**src/rtl/fifo_param.sv**
```systemverilog
// Parametrised synchronous single-clock FIFO with registered read data, occupancy
// count, programmable almost-full/almost-empty thresholds and a sticky error flag.
module fifo_param #(
   parameter int DATA_WIDTH = 4,
   parameter int ADDR_WIDTH = 3
) (
   input  logic                  clk,
   input  logic                  reset,
   input  logic                  push,
   input  logic [DATA_WIDTH-1:0] data_in,
   input  logic                  pop,
   input  logic [ADDR_WIDTH:0]   af_thresh,
   input  logic [ADDR_WIDTH:0]   ae_thresh,
   output logic [DATA_WIDTH-1:0] data_out,
   output logic                  valid_out,
   output logic [ADDR_WIDTH:0]   count,
   output logic                  full,
   output logic                  empty,
   output logic                  almost_full,
   output logic                  almost_empty,
   output logic                  error
);

   localparam int DEPTH = 2 ** ADDR_WIDTH;
   localparam logic [ADDR_WIDTH:0] ONE        = {{ADDR_WIDTH{1'b0}}, 1'b1};
   localparam logic [ADDR_WIDTH:0] ZERO       = {(ADDR_WIDTH+1){1'b0}};
   localparam logic [ADDR_WIDTH:0] DEPTH_VAL  = {1'b1, {ADDR_WIDTH{1'b0}}};
   localparam logic [ADDR_WIDTH:0] DEPTH_M1   = {1'b0, {ADDR_WIDTH{1'b1}}};

   logic [DATA_WIDTH-1:0] mem [DEPTH];

   logic [ADDR_WIDTH:0]   wr_ptr_reg;
   logic [ADDR_WIDTH:0]   rd_ptr_reg;
   logic [ADDR_WIDTH:0]   count_reg;
   logic [DATA_WIDTH-1:0] data_out_reg;
   logic                  valid_out_reg;
   logic                  full_reg;
   logic                  empty_reg;
   logic                  almost_full_reg;
   logic                  almost_empty_reg;
   logic                  error_reg;

   logic                  push_ok;
   logic                  pop_ok;
   logic [ADDR_WIDTH:0]   count_next;
   logic                  full_next;
   logic                  empty_next;
   logic                  almost_full_next;
   logic                  almost_empty_next;
   logic                  error_next;

   // A push into a full FIFO is only legal when a pop frees the oldest slot this edge.
   assign push_ok = push & (~full_reg | pop);
   assign pop_ok  = pop & ~empty_reg;

   always_comb begin
      count_next = count_reg;
      if (push_ok && !pop_ok) begin
         count_next = count_reg + ONE;
      end else if (!push_ok && pop_ok) begin
         count_next = count_reg - ONE;
      end
   end

   always_comb begin
      empty_next        = (count_next == ZERO);
      full_next         = (count_next == DEPTH_VAL);
      almost_empty_next = (count_next >= ONE) && (count_next <= ae_thresh);
      almost_full_next  = (count_next >= ONE) && (count_next >= af_thresh) &&
                          (count_next <= DEPTH_M1);
      error_next        = error_reg | (push & full_reg & ~pop) | (pop & empty_reg);
   end

   // Storage is deliberately left out of reset; pointers alone define validity.
   always_ff @(posedge clk) begin
      if (push_ok) begin
         mem[wr_ptr_reg[ADDR_WIDTH-1:0]] <= data_in;
      end
   end

   always_ff @(posedge clk or negedge reset) begin
      if (!reset) begin
         wr_ptr_reg       <= ZERO;
         rd_ptr_reg       <= ZERO;
         count_reg        <= ZERO;
         data_out_reg     <= {DATA_WIDTH{1'b0}};
         valid_out_reg    <= 1'b0;
         full_reg         <= 1'b0;
         empty_reg        <= 1'b1;
         almost_full_reg  <= 1'b0;
         almost_empty_reg <= 1'b0;
         error_reg        <= 1'b0;
      end else begin
         if (push_ok) begin
            wr_ptr_reg <= wr_ptr_reg + ONE;
         end
         // Reading the old slot before the same-edge write gives read-before-write when full.
         if (pop_ok) begin
            rd_ptr_reg   <= rd_ptr_reg + ONE;
            data_out_reg <= mem[rd_ptr_reg[ADDR_WIDTH-1:0]];
         end
         valid_out_reg    <= pop_ok;
         count_reg        <= count_next;
         full_reg         <= full_next;
         empty_reg        <= empty_next;
         almost_full_reg  <= almost_full_next;
         almost_empty_reg <= almost_empty_next;
         error_reg        <= error_next;
      end
   end

   assign data_out     = data_out_reg;
   assign valid_out    = valid_out_reg;
   assign count        = count_reg;
   assign full         = full_reg;
   assign empty        = empty_reg;
   assign almost_full  = almost_full_reg;
   assign almost_empty = almost_empty_reg;
   assign error        = error_reg;

endmodule

```
**config.mk**
```make
export PLATFORM = sky130hd
export DESIGN_NAME = fifo_param
export DESIGN_NICKNAME = d
export VERILOG_FILES = /design/src/rtl/fifo_param.sv
export SDC_FILE = /design/constraint.sdc
export NUM_CORES = 1
export LEC_CHECK = 0
export CAP_MARGIN = 20
export CORE_UTILIZATION = 50
export CTS_BUF_LIST = sky130_fd_sc_hd__clkbuf_16
export DETAILED_ROUTE_END_ITERATION = 10
export PLACE_DENSITY = 0.73
export RECOVER_POWER = 50
export SETUP_SLACK_MARGIN = 0.2
export SLEW_MARGIN = 25
export SYNTH_ARGS = -nofsm -noshare
export SYNTH_HDL_FRONTEND = slang
export SYNTH_SLANG_ARGS = --single-unit
```
**constraint.sdc**
```tcl
create_clock -name clk -period 3.3 [get_ports clk]
set_clock_uncertainty 0.05 [all_clocks]
set_input_delay 0.495 -clock clk [delete_from_list [all_inputs] [get_ports clk]]
set_output_delay 0.495 -clock clk [all_outputs]
set_load 0.05 [all_outputs]
```
# Yosys cells after proc, flatten, opt, wreduce, memory -nomap -nowiden
# Memory sizes are Yosys's and may differ from the RTL's. A register that Yosys moved wholly into a read port is not among the register bits.
# Index checks and enable logic that the tools add are counted.
[totals] ff_bits=18 ramBits=32 inputBits=16 out_inout_bits=14 elab_cells=43 mem_count=1
[mem_list] memory="mem" depth=8 width=4 read_ports=1 rd_ports_with_merged_regs=1 wr=1 line="30" source="logic [DATA_WIDTH-1:0] mem [DEPTH];"
[classes] addsub=4 n_lt_le_gt_ge=4 eq_ne=1 mux=4 n_bitwise=11 n_reduce_logical=9
[op_table] operator="adder 4 x 1 -> 4 bit, second input constant" count=3
[op_table] operator="two-way mux 4 bit" count=2
[op_table] operator="bitwise AND 1 bit" count=5
[op_table] operator="logical AND 1 bit" count=5
[op_table] operator="equality test 4 bit, second input constant" count=1
[op_table] operator=">= comparator 4 x 1 -> 1 bit, second input constant" count=1
[op_table] operator=">= comparator 4 bit" count=1
[op_table] operator="<= comparator 4 x 3 -> 1 bit, second input constant" count=1
[op_table] operator="<= comparator 4 bit" count=1
[op_table] operator="zero test 4 bit" count=1
[op_table] operator="subtractor 4 x 1 -> 4 bit, second input constant" count=1
[op_table] operator="zero test 1 bit" count=3
[op_table] operator="NOT 1 bit" count=3
[op_table] operator="bitwise OR 1 bit" count=3
[op_table] operator="two-way mux 1 bit" count=2

# Logic depth before layout (Yosys ltp)
[depth] ltp_word=10 mapped_depth=12 depth_no_buf=12

# Worst setup path before layout
# No wires, ideal clock.
[synth_path] kind="reg2reg" from="register count_reg[0] (netlist: count[0])" to="register almost_empty_reg (netlist: almost_empty)" setup_time_ns=0.067 arrival_time_ns=2.700 required_ns=3.183 slack_ns=0.483 path_stages_with_launch=13 n_path_buf=0 synth_period_minus_slack_ns=2.817 cell_sequence="dfrtp_1 -> inv_1 -> ha_1 -> nor4b_1 -> a21oi_1 -> nand2_1 -> nand2b_1 -> ha_1 -> nor2b_1 -> o21a_1 -> o21a_1 -> o21ai_0 -> o41a_1"
[synth_between] elab_chain_cells=5 elab_cells_between_ends=7 cone_classes="add/sub (2); order compare (2); mux (2); reduce/logical (1)"
[synth_lines] item="start: declaration" line="34" source="logic [ADDR_WIDTH:0] count_reg;"
[synth_lines] item="start signal: assignment" line="103" source="count_reg <= count_next;"
[synth_lines] item="subtractor 4 x 1 -> 4 bit" line="61" source="count_next = count_reg - ONE;"
[synth_lines] item="two-way mux 4 bit" line="60" source="end else if (!push_ok && pop_ok) begin"
[synth_lines] item="two-way mux 4 bit *" line="58" source="if (push_ok && !pop_ok) begin"
[synth_lines] item="named net count_next[1]" line="45" source="logic [ADDR_WIDTH:0] count_next;"
[synth_lines] item=">= comparator 4 x 1 -> 1 bit or <= comparator 4 bit (tied branches)" line="68" source="almost_empty_next = (count_next >= ONE) && (count_next <= ae_thresh);"
[synth_lines] item="logical AND 1 bit *" line="68"
[synth_lines] item="named net almost_empty_next" line="49" source="logic almost_empty_next;"
[synth_lines] item="end signal: assignment" line="107" source="almost_empty_reg <= almost_empty_next;"
[synth_lines] item="end: declaration" line="40" source="logic almost_empty_reg;"
# Mark *: on every way through the listed nets, which the timed path passes. The rest lies on a longest branch.
# A chain may end at the register's enable or synchronous reset.

# Worst setup path after layout
[layout_path] from="register count_reg[1] (netlist: count[1])" to="register almost_empty_reg (netlist: almost_empty)"
# The elaborated chain is that of the path after synthesis.

==> impl_metrics.json <==
{
  "min_period_ps": 2870,
  "cp.arrival_ps": 3050,
  "yosys_warnings": 0,
  "clock_latency_ps": 290,
  "wl_per_cell_um": 17.8,
  "clk_pin_slew_worst_paths_ps": 60,
  "h-tree-depth": 2,
  "postSynthNetCount": 197,
  "hold_viol": 0,
  "cts_buffers": 5,
  "ys_async_sr_fraction_pct": 38.5,
  "gr-total-overflow": 0,
  "antenna_found_initial": 0,
  "ir_drop_v": 0.000553,
  "drv_cap": 0,
  "synthToLayoutAreaGrowth_pct": 22.8,
  "clock-sinks": 52,
  "largest_reg_flops": 32,
  "vias_per_cell": 5.62,
  "root_buffer": "clkbuf_16",
  "grt_first_pass_wirelength_um": 7620,
  "cts_resized": 0,
  "crit_path_end_kind": "flop",
  "cp_max_fo": 7,
  "synthCells": 170,
  "vias": 1461,
  "yosysMostFrequentCell": "edfxtp_1",
  "slew_violations": 0,
  "nFillCells": 333,
  "ys_ff_latch": 52,
  "setup_viol": 0,
  "leakagePower_nw": 1.15,
  "ctsLongestPathBuffers": 2,
  "gp_congestion": 0.904,
  "post_route_cells_drive_above_1_share_pct": 13.9,
  "synthTopCellsByCount": "edfxtp_1 (32), dfrtp_1 (19), nand2_1 (17), ha_1 (11), o21ai_0 (10)",
  "core_area_sq_mm": 0.00447,
  "cts_tree": "done",
  "finalCritPeriodShare_pct": 87.0,
  "hold_ws_ps": 432,
  "yosysUniqueCellTypes": 38,
  "place_area_sq_mm": 0.00277,
  "syn_area_per_cell_sq_um": 14.1,
  "port_buffers": 29,
  "powerDensity_mw_per_mm2": 1010,
  "synth_edf_count": 32,
  "cp.required_ps": 3470,
  "tns_ps": 0,
  "die_h_um": 71.2,
  "nets": 234,
  "antenna-diode-count": 0,
  "synth-main-ff-cell": "edfxtp_1",
  "fp-row-count": 24,
  "setup_ws_ps": 428,
  "cp-start-kind": "flop",
  "grt_max_degree": 21,
  "rsz0062_at_grt": "no",
  "grt_pass1_vias": 1533,
  "drt-total-wl_um": 4620,
  "violations": "DRC",
  "drt_iter0_markers": 105,
  "pre_cts_ws_ps": 285,
  "outcome": "finished, violations left",
  "synth_area_leaders": "edfxtp_1 (40%), dfrtp_1 (20%), mux4_2 (7.5%)",
  "cts_setup_buffers": 0,
  "drt-pass1-iter-count": 7,
  "dp_hpwl_um": 3510,
  "worst_pin_slew_ps": 891,
  "fmax_mhz": 348,
  "hold_class": "reg -> reg",
  "postCtsHoldBufs": 0,
  "die_x_um": 71.2,
  "synthesis.area_sq_mm": 0.00239,
  "dieArea_sq_mm": 0.00506,
  "start_util_pct": 53.4,
  "crit_type": "reg -> reg",
  "final_cell_area_sq_mm": 0.00294,
  "ant_nets": 0,
  "slew_headroom_pct": 40.4,
  "grtUsageTotal_pct": 20.5,
  "yosysTopAreaCell": "edfxtp_1",
  "io_pins": 30,
  "ys_seq_area_share_pct": 61.2,
  "drc": 2,
  "synth.top_cell.area_share_pct": 40.2
}
[report_power, final]
| group | total (mW) | switching (mW) | internal, mW | leakage, nW |
|---|---|---|---|---|
| logic | 1.30 | 0.737 | 0.568 | 0.534 |
| registers | 1.09 | 0.204 | 0.882 | 0.528 |
| clock network | 0.577 | 0.220 | 0.358 | 0.0856 |
[worst max-delay path, stage by stage, from the launching register on]
cell	delay (ps)
dfrtp_1	460
inv_1	120
ha_1	320
nor4b_1	370
a21oi_1	100
nand2_1	130
nand2b_1	190
ha_1	260
nor2b_1	140
o21a_1	160
o21a_1	170
o21ai_0	170
o41a_1	170
[per-layer routing]
| layer | wire length (um) | vias to the layer above | global-route usage (%) |
|---|---|---|---|
| met5 | 0 | - | 0 |
| met4 | 104 | 0 | 10.9 |
| met3 | 176 | 12 | 3.99 |
| met2 | 2330 | 45 | 32.4 |
| met1 | 2010 | 710 | 27.1 |
| li1 | - | 694 | - |
[through the flow]
| stage | utilization [%] | power, mW | cells |
|---|---|---|---|
| after floorplan | - | 1.99 | 170 |
| after global placement | 61.9 | 2.36 | 252 |
| after detailed placement | 61.9 | 2.41 | 252 |
| after CTS | 65.7 | 3.00 | 260 |
| after global routing | 65.6 | 3.14 | 260 |
| final | 65.6 | 2.97 | 260 |
[final timing paths]
check / startpoint / endpoint / slack (ps) / cells past startpoint
worst min-delay path: data_out[0]$_DFFE_PN0P_ / data_out[0]$_DFFE_PN0P_ / 430 / 2
max in group asynchronous: reset / almost_full$_DFF_PN0_ / 1920 / 1
worst max-delay path: count[1]$_DFF_PN0_ / almost_empty$_DFF_PN0_ / 430 / 12
min in group asynchronous: reset / data_out[1]$_DFFE_PN0P_ / 730 / 1
worst max register to register: count[1]$_DFF_PN0_ / almost_empty$_DFF_PN0_ / 430 / 12
worst min register to register: data_out[0]$_DFFE_PN0P_ / data_out[0]$_DFFE_PN0P_ / 430 / 2
[cell families (layout without fill, tap and decap cells)]
group | after synthesis | after routing | share of synthesized area, %
and+or+nand+nor | 50 | 50 | 11.6
adders and majority gates | 11 | 11 | 5.76
xor gates and xnor gates | 7 | 7 | 2.88
AOI/OAI and AO/OA | 23 | 23 | 6.91
buffers and inverters | 15 | 53 | 2.46
muxes | 12 | 12 | 9.21
DFF | 52 | 52 | 61.2
[layout make-up]
| cell class | count | area, sq um | share of cell area (%) |
|---|---|---|---|
| Tap cell | 52 | 65.1 | 2.22 |
| Clock buffer | 5 | 125 | 4.26 |
| Clock inverter | 3 | 42.5 | 1.45 |
| Inverter | 10 | 37.5 | 1.28 |
| Timing Repair Buffer | 35 | 335 | 11.4 |
| Sequential cell | 52 | 1460 | 49.8 |
| Multi-Input combinational cell | 103 | 867 | 29.5 |
[layout by cell type, fill, tap and decap left out, types with 2 or more instances in the layout]
master           count
edfxtp_1            32
nor4_1               3
nor2b_1              3
clkdlybuf4s50_1     23
buf_4                6
a21oi_1              4
ha_1                11
nor3_1               6
clkbuf_16            5
inv_1               11
nand2_1             17
o21ai_0             10
nor2_1               7
dfrtp_1             19
mux2i_1              4
dlygate4sd3_1        6
nand2b_1             6
xnor2_1              5
mux4_2               8
o21a_1               2
(Power assumes the default switching activity.)
